File: src/rtl/counter_cmd_sequencer_if.sv
// rtl/counter_cmd_sequencer_if.sv - command channel between requester and counter sequencer
//  cmd_valid  requester -> sequencer  command present
//  cmd_ready  sequencer -> requester  sequencer idle, command will be taken this edge
//  cmd_op     requester -> sequencer  00 LOAD, 01 UP, 10 DOWN, 11 HOLD
//  cmd_arg    requester -> sequencer  LOAD value or cycle count
//  abort      requester -> sequencer  cut the running command short
interface counter_cmd_sequencer_if #(
    parameter int ARG_WIDTH = 8
);
    logic                 cmd_valid;
    logic                 cmd_ready;
    logic [1:0]           cmd_op;
    logic [ARG_WIDTH-1:0] cmd_arg;
    logic                 abort;

    modport master (
        output cmd_valid,
        output cmd_op,
        output cmd_arg,
        output abort,
        input  cmd_ready
    );

    modport slave (
        input  cmd_valid,
        input  cmd_op,
        input  cmd_arg,
        input  abort,
        output cmd_ready
    );
endinterface

File: src/rtl/counter_cmd_sequencer.sv
// rtl/counter_cmd_sequencer.sv - command-driven sequencer for the up/down counter control pins
//  clk        clock, all state on posedge
//  rst_       asynchronous active-low reset
//  cmd        command channel (slave side): valid/ready/op/arg/abort
//  ld_cnt_    counter load, active low (registered)
//  updn_cnt   1 = count up, 0 = count down (registered)
//  count_enb  counter enable (registered)
//  data_in    load value to counter (registered)
//  busy       command in progress
//  done       one-cycle pulse when a command retires
//  aborted    qualifies done: command was cut short
module counter_cmd_sequencer #(
    parameter int DATA_WIDTH = 8,
    parameter int CNT_WIDTH  = 8
) (
    input  logic                   clk,
    input  logic                   rst_,
    counter_cmd_sequencer_if.slave cmd,
    output logic                   ld_cnt_,
    output logic                   updn_cnt,
    output logic                   count_enb,
    output logic [DATA_WIDTH-1:0]  data_in,
    output logic                   busy,
    output logic                   done,
    output logic                   aborted
);
    localparam logic [1:0] S_IDLE = 2'd0;
    localparam logic [1:0] S_LOAD = 2'd1;
    localparam logic [1:0] S_RUN  = 2'd2;
    localparam logic [1:0] S_DONE = 2'd3;

    localparam logic [1:0] OP_LOAD = 2'b00;
    localparam logic [1:0] OP_UP   = 2'b01;
    localparam logic [1:0] OP_HOLD = 2'b11;

    localparam logic [CNT_WIDTH-1:0] CNT_ONE = CNT_WIDTH'(1);

    logic [1:0]            state_q, state_d;
    logic [CNT_WIDTH-1:0]  rem_q, rem_d;
    logic                  ld_n_q, ld_n_d;
    logic                  updn_q, updn_d;
    logic                  enb_q, enb_d;
    logic [DATA_WIDTH-1:0] data_q, data_d;
    logic                  done_q, done_d;
    logic                  abrt_q, abrt_d;

    logic [DATA_WIDTH-1:0] arg_val;
    logic [CNT_WIDTH-1:0]  arg_cnt;

    assign arg_val = cmd.cmd_arg[DATA_WIDTH-1:0];
    assign arg_cnt = cmd.cmd_arg[CNT_WIDTH-1:0];

    // Drive outputs default to the idle values every cycle; only LOAD/RUN override them,
    // so leaving RUN (normally or by abort) idles the counter pins on the same edge.
    always_comb begin
        state_d = state_q;
        rem_d   = rem_q;
        ld_n_d  = 1'b1;
        updn_d  = 1'b0;
        enb_d   = 1'b0;
        data_d  = '0;
        done_d  = 1'b0;
        abrt_d  = 1'b0;
        case (state_q)
            S_IDLE: begin
                if (cmd.cmd_valid) begin
                    if (cmd.cmd_op == OP_LOAD) begin
                        state_d = S_LOAD;
                        ld_n_d  = 1'b0;
                        data_d  = arg_val;
                    end else if (arg_cnt == '0) begin
                        state_d = S_DONE;
                        done_d  = 1'b1;
                    end else begin
                        state_d = S_RUN;
                        rem_d   = arg_cnt;
                        enb_d   = (cmd.cmd_op != OP_HOLD);
                        updn_d  = (cmd.cmd_op == OP_UP);
                    end
                end
            end
            S_LOAD: begin
                state_d = S_DONE;
                done_d  = 1'b1;
            end
            S_RUN: begin
                // Last drive cycle wins over abort: an abort here would change nothing.
                if (rem_q == CNT_ONE) begin
                    state_d = S_DONE;
                    done_d  = 1'b1;
                    rem_d   = '0;
                end else if (cmd.abort) begin
                    state_d = S_DONE;
                    done_d  = 1'b1;
                    abrt_d  = 1'b1;
                    rem_d   = '0;
                end else begin
                    rem_d   = rem_q - CNT_ONE;
                    enb_d   = enb_q;
                    updn_d  = updn_q;
                end
            end
            default: begin
                state_d = S_IDLE;
            end
        endcase
    end

    always_ff @(posedge clk or negedge rst_) begin
        if (!rst_) begin
            state_q <= S_IDLE;
            rem_q   <= '0;
            ld_n_q  <= 1'b1;
            updn_q  <= 1'b0;
            enb_q   <= 1'b0;
            data_q  <= '0;
            done_q  <= 1'b0;
            abrt_q  <= 1'b0;
        end else begin
            state_q <= state_d;
            rem_q   <= rem_d;
            ld_n_q  <= ld_n_d;
            updn_q  <= updn_d;
            enb_q   <= enb_d;
            data_q  <= data_d;
            done_q  <= done_d;
            abrt_q  <= abrt_d;
        end
    end

    assign cmd.cmd_ready = (state_q == S_IDLE);
    assign busy          = (state_q != S_IDLE);
    assign ld_cnt_       = ld_n_q;
    assign updn_cnt      = updn_q;
    assign count_enb     = enb_q;
    assign data_in       = data_q;
    assign done          = done_q;
    assign aborted       = abrt_q;
endmodule

File: src/flat_wrapper.sv
// flat-port wrapper written by rule: the top's interface ports become plain ports
module counter_cmd_sequencer_flat 
#(
    parameter int DATA_WIDTH = 8,
    parameter int CNT_WIDTH  = 8
)
  (clk, rst_, ld_cnt_, updn_cnt, count_enb, data_in, busy, done, aborted, cmd_cmd_valid, cmd_cmd_op, cmd_cmd_arg, cmd_abort, cmd_cmd_ready);
  counter_cmd_sequencer_if #(.ARG_WIDTH(8)) cmd_i ();
  input  logic clk;
  input  logic rst_;
  output logic ld_cnt_;
  output logic updn_cnt;
  output logic count_enb;
  output logic [DATA_WIDTH-1:0] data_in;
  output logic busy;
  output logic done;
  output logic aborted;
  input wire logic [$bits(cmd_i.cmd_valid)-1:0] cmd_cmd_valid;
  input wire logic [$bits(cmd_i.cmd_op)-1:0] cmd_cmd_op;
  input wire logic [$bits(cmd_i.cmd_arg)-1:0] cmd_cmd_arg;
  input wire logic [$bits(cmd_i.abort)-1:0] cmd_abort;
  output wire logic [$bits(cmd_i.cmd_ready)-1:0] cmd_cmd_ready;
  assign cmd_i.cmd_valid = cmd_cmd_valid;
  assign cmd_i.cmd_op = cmd_cmd_op;
  assign cmd_i.cmd_arg = cmd_cmd_arg;
  assign cmd_i.abort = cmd_abort;
  assign cmd_cmd_ready = cmd_i.cmd_ready;
  counter_cmd_sequencer #(.DATA_WIDTH(DATA_WIDTH), .CNT_WIDTH(CNT_WIDTH)) u_core (.clk(clk), .rst_(rst_), .cmd(cmd_i), .ld_cnt_(ld_cnt_), .updn_cnt(updn_cnt), .count_enb(count_enb), .data_in(data_in), .busy(busy), .done(done), .aborted(aborted));
endmodule
File: config.mk
export PLATFORM = sky130hd
export DESIGN_NAME = counter_cmd_sequencer_flat
export DESIGN_NICKNAME = d
export VERILOG_FILES = /design/src/rtl/counter_cmd_sequencer_if.sv /design/src/rtl/counter_cmd_sequencer.sv /design/src/flat_wrapper.sv
export SDC_FILE = /design/constraint.sdc
export NUM_CORES = 1
export LEC_CHECK = 0
export BUFFER_PORTS_ARGS = -buffer_cell sky130_fd_sc_hd__clkbuf_2
export CAP_MARGIN = 20
export CORE_MARGIN = 2
export CORE_UTILIZATION = 55
export DETAILED_ROUTE_END_ITERATION = 10
export HOLD_SLACK_MARGIN = 0.12
export PLACE_DENSITY = 0.79
export RECOVER_POWER = 25
export SLEW_MARGIN = 25
export SYNTH_ARGS = -nofsm -noshare
export SYNTH_HDL_FRONTEND = slang
export SYNTH_SLANG_ARGS = --single-unit
File: constraint.sdc
create_clock -name clk -period 4.2 [get_ports clk]
set_input_delay 0.84 -clock clk [delete_from_list [all_inputs] [get_ports clk]]
set_output_delay 0.84 -clock clk [all_outputs]
set_load 0.02 [all_outputs]
# After elaboration in Yosys (flattened, before gate mapping)
# Cells that the tools add are included.
# word_totals
ff_bits	23
latch_bits	0
ramBits	0
romBits	0
output_inout_bits	15
word_cells	61
mem_count	0
# op_classes
n_addsub	1
multipliers	0
div	0
n_lt_le_gt_ge	0
n_eq_ne	9
shift	0
muxes	36
bitwise_logic	0
n_reduce_logical	7
# ops
operator	n
two-way mux 8 bit	8
two-way mux 1 bit	19
case mux 8 bit (2 select lines)	1
equality test 8 x 1 -> 1 bit (second input constant)	1
logical NOT 8 bit	1
two-way mux 2 bit	4
!= test 2 bit (second input constant)	4
subtractor 8 x 1 -> 8 bit (second input constant)	1
case mux 2 bit (3 select lines)	1
equality test 2 x 1 -> 1 bit (second input constant)	2
logical NOT 2 bit	2
case mux 1 bit (2 select lines)	2
AND reduction 4 bit	1
nonzero test 2 bit	2
!= test 3 x 2 -> 1 bit (second input constant)	1
case mux 1 bit (3 select lines)	1
equality test 2 bit (second input constant)	1
AND reduction 2 bit	1

# Depth between registers and ports, before layout
# depth
depth_word	5
mapped_depth	7
depth_no_buf	6

# Least setup slack after synthesis
# No wires, ideal clock.
# synth_timing
path_type	input port to flip-flop
from	input cmd_cmd_arg[1]
to	register u_core.rem_q[1]
setup_ns	0.125
arrival_time_ns	2.038
t_required_ns	4.075
setup_slack_ns	2.037
cell_stages	4
path_buffers	0
path_cell_list	nor4_1 > a211oi_2 > nor2_4 > mux2_2
# synth_between
elab_chain_cells	4
# synth_rtl
item	line_no	rtl
start, declared	flat_wrapper.sv:20	input wire logic [$bits(cmd_i.cmd_arg)-1:0] cmd_cmd_arg;
two-way mux 8 bit	counter_cmd_sequencer.sv:71	end else if (arg_cnt == '0) begin
two-way mux 8 bit	counter_cmd_sequencer.sv:67	if (cmd.cmd_op == OP_LOAD) begin
two-way mux 8 bit	counter_cmd_sequencer.sv:66	if (cmd.cmd_valid) begin
case mux 8 bit (2 select lines)	counter_cmd_sequencer.sv:64	case (state_q)
end signal, assigned	counter_cmd_sequencer.sv:121	rem_q <= rem_d;
end, declared	counter_cmd_sequencer.sv:39	logic [CNT_WIDTH-1:0] rem_q, rem_d;
# Parallel ways exist; a longest one is shown, timed or not. The select of a mux whose other input is x is not followed.
# A chain may end at the register's enable or synchronous reset.

# Worst setup path in the final report
# layout_timing
from	input cmd_cmd_arg[5]
to	register u_core.rem_q[1]
# layout_between
elab_chain_cells	3
# layout_rtl
item	line_no
logical NOT 8 bit	counter_cmd_sequencer.sv:71
!= test 2 bit (no line)	--
AND reduction 4 bit (no line)	--
# No other way between the ends.

==> flow_metrics.py <==
metrics = {
    "floorplanning": {
        "die_area_mm2": 0.00265,
        "core_area_mm2": 0.00217,
        "ioPinCount": 29,
        "dieWidth_um": 51.5,
        "die_h_um": 51.5,
        "start_util": 0.572,
        "fp-row-count": 17,
    },
    "detailed_routing": {
        "wire_per_inst_um": 15.1,
        "detail-route-antenna-nets": 0,
        "via_per_inst": 5.99,
        "finalWirelength_mm": 2.68,
        "drt_iter0_drc": 67,
        "dr.pass1.iters": 4,
        "num_vias": 1060,
        "drc": 0,
    },
    "sta": {
        "period_share": 0.528,
        "setup_violations": 0,
        "final_hold_viol_count": 0,
        "fin_ws_ns": 1.98,
        "fin_crit_ns": 2.22,
        "report.final.slew_viol_count": 0,
        "fin_tns_setup_ns": 0,
        "fin_worst_skew_ns": 0.00545,
        "fmax_mhz": 451,
        "rsz0062_at_grt": "false",
        "slew_headroom": 0.231,
        "worst_pin_slew_ns": 1.15,
    },
    "placement": {
        "dp_cells": 173,
        "gp_congestion": 0.902,
        "post_dp_cell_area_mm2": 0.00141,
        "dp_hpwl_mm": 2.08,
        "place_ws_ns": 1.66,
        "numPortBuffers": 28,
    },
    "setup_path": {
        "r2r_slack_ns": 2.13,
        "critPathMaxFanout": 8,
        "crit_start": "cmd_cmd_arg[5]",
        "worstSetupPathType": "input pin to flip-flop",
        "startpoint_type": "input pin",
        "crit_required_ns": 4.41,
        "endpoint_kind": "flip-flop",
        "arrival_ns": 2.43,
        "reg2regPathDepth": 6,
        "endpoint": "u_core.rem_q[1]",
        "r2r-start": "u_core.rem_q[1]",
        "r2r_end": "u_core.state_q[1]",
    },
    "synth": {
        "syn_area_per_cell_um2": 10.5,
        "seq_area_frac_synth": 0.465,
        "syn-instance-count": 118,
        "yosysTopAreaCellShare": 0.444,
        "yosysTopAreaCell": "dfrtp_1",
        "synth_common_cells": "dfrtp_1, and2_1, inv_1, nor2_1, o2bb2ai_1",
        "syn_area_mm2": 0.00124,
        "synth-warning-count": 0,
        "synth.net_count": 138,
        "ys_types": 37,
        "synth_ff_type": "dfrtp_1",
        "synth.top_cells.by_area": "dfrtp_1, ha_1, o2bb2ai_1",
        "synth.most_common_cell": "dfrtp_1",
        "synth-edff-count": 0,
        "synth-seq-cells": 23,
        "synthArstFlopShare": 1.00,
    },
    "global_route": {
        "grt_pass1_wl_mm": 4.60,
        "grt_max_degree": 24,
        "grt_util_all_layers": 0.231,
        "gr-total-overflow": 0,
        "grt_pass1_vias": 1053,
        "antenna_found_initial": 0,
    },
    "cts": {
        "h-tree-depth": 1,
        "insertion_delay_ns": 0.31,
        "numCtsBuffers": 3,
        "ctsLongestPathBuffers": 2,
        "cts_resized": 0,
        "cts.sinks": 23,
        "cts_tree": "built",
        "root_buffer": "clkbuf_4",
        "cts_setup_buffers": 0,
        "clk_pin_slew_ns": 0.12,
        "cts-hold-fix-buffers": 0,
    },
    "final_layout": {
        "fin_cells": 177,
        "fin_nets": 170,
        "diodes": 0,
        "final_cell_area_mm2": 0.00143,
        "fillCellCount": 172,
        "area_growth_pct": 15.2,
        "drive_gt1_frac": 0.268,
    },
    "job": {
        "maxCapViolations": 0,
    },
    "power_and_ir_drop": {
        "ir_drop_mv": 0.399,
        "power_w": 0.000958,
        "power_leakage_nw": 0.678,
        "power_density_mw_per_mm2": 670,
    },
    "hold_path": {
        "min-delay-path-class": "flip-flop to flip-flop",
        "hold_start": "u_core.updn_cnt",
    },
    "run_status": {
        "status": "complete, no violations",
    },
}
-- stage by stage --
step,utilization,hold WS [ns]
floorplan,-,0.479
global placement,0.648,0.464
detailed placement,0.648,0.479
CTS,0.660,0.505
global route,0.659,0.539
finish,0.659,0.502
-- layout make-up --
type	instances	area, um^2	share of cell area
multi-input cells	84	616	0.430
flip-flops and latches	23	577	0.403
repair buffers	28	139	0.0971
inverters	10	37.5	0.0262
well taps	28	35.0	0.0245
clock buffers	4	26.3	0.0184
-- kinds of logic after synthesis --
| logic type | count (synthesis) | share of synthesized area |
|---|---|---|
| AND/OR/NAND/NOR | 40 | 0.176 |
| AO/OA/AOI/OAI | 33 | 0.217 |
| flip-flops | 23 | 0.465 |
| buffers and inverters | 11 | 0.0393 |
| adder cells (fa/ha/maj) | 6 | 0.0605 |
| multiplexers | 4 | 0.0353 |
| XOR/XNOR | 1 | 0.00706 |
-- flip-flops by register name, indices dropped and copies added, names as in the netlist --
register,count
u_core.aborted,1
u_core.count_enb,1
u_core.data_in,8
u_core.done,1
u_core.ld_cnt_,1
u_core.rem_q,8
u_core.state_q,2
u_core.updn_cnt,1
-- worst max-delay path, cell delays in order --
cell and delay (ns):
clkbuf_2 0.10, nor4_1 0.58, a211oi_2 0.29, nor2_4 0.26, mux2_2 0.36
-- report_power, final --
group	leakage [nW]	total [W]	internal, W	switching (W)
clock network	0.0150	0.000101	0.0000371	0.0000643
registers	0.300	0.000339	0.000284	0.0000552
logic	0.363	0.000518	0.000211	0.000307
-- routing by layer --
layer	vias up	wire length [um]	GRT usage
met4	0	74	0.105
met3	11	205	0.0287
met2	60	1280	0.400
li1	499	-	-
met1	490	1130	0.289
met5	-	0	0
-- worst min path at each step --
stage                       endpoint  slack (ns)  cells past startpoint
finish               u_core.updn_cnt        0.50                      2
global route         u_core.updn_cnt        0.54                      2
CTS                 u_core.count_enb        0.50                      1
detailed placement   u_core.updn_cnt        0.48                      2
global placement     u_core.updn_cnt        0.46                      2
floorplan            u_core.rem_q[6]        0.48                      1
-- layout by cell type (no fill, tap or decap), drive strengths merged, types with 5 or more instances in the layout --
master	Yosys	final
and2	9	9
clkbuf	0	32
dfrtp	22	22
ha	6	6
inv	9	9
nand2	6	6
nor2	10	10
nor3	5	5
o22ai	5	5
o2bb2ai	7	7
Note: power is estimated with default switching activity, not from simulation.
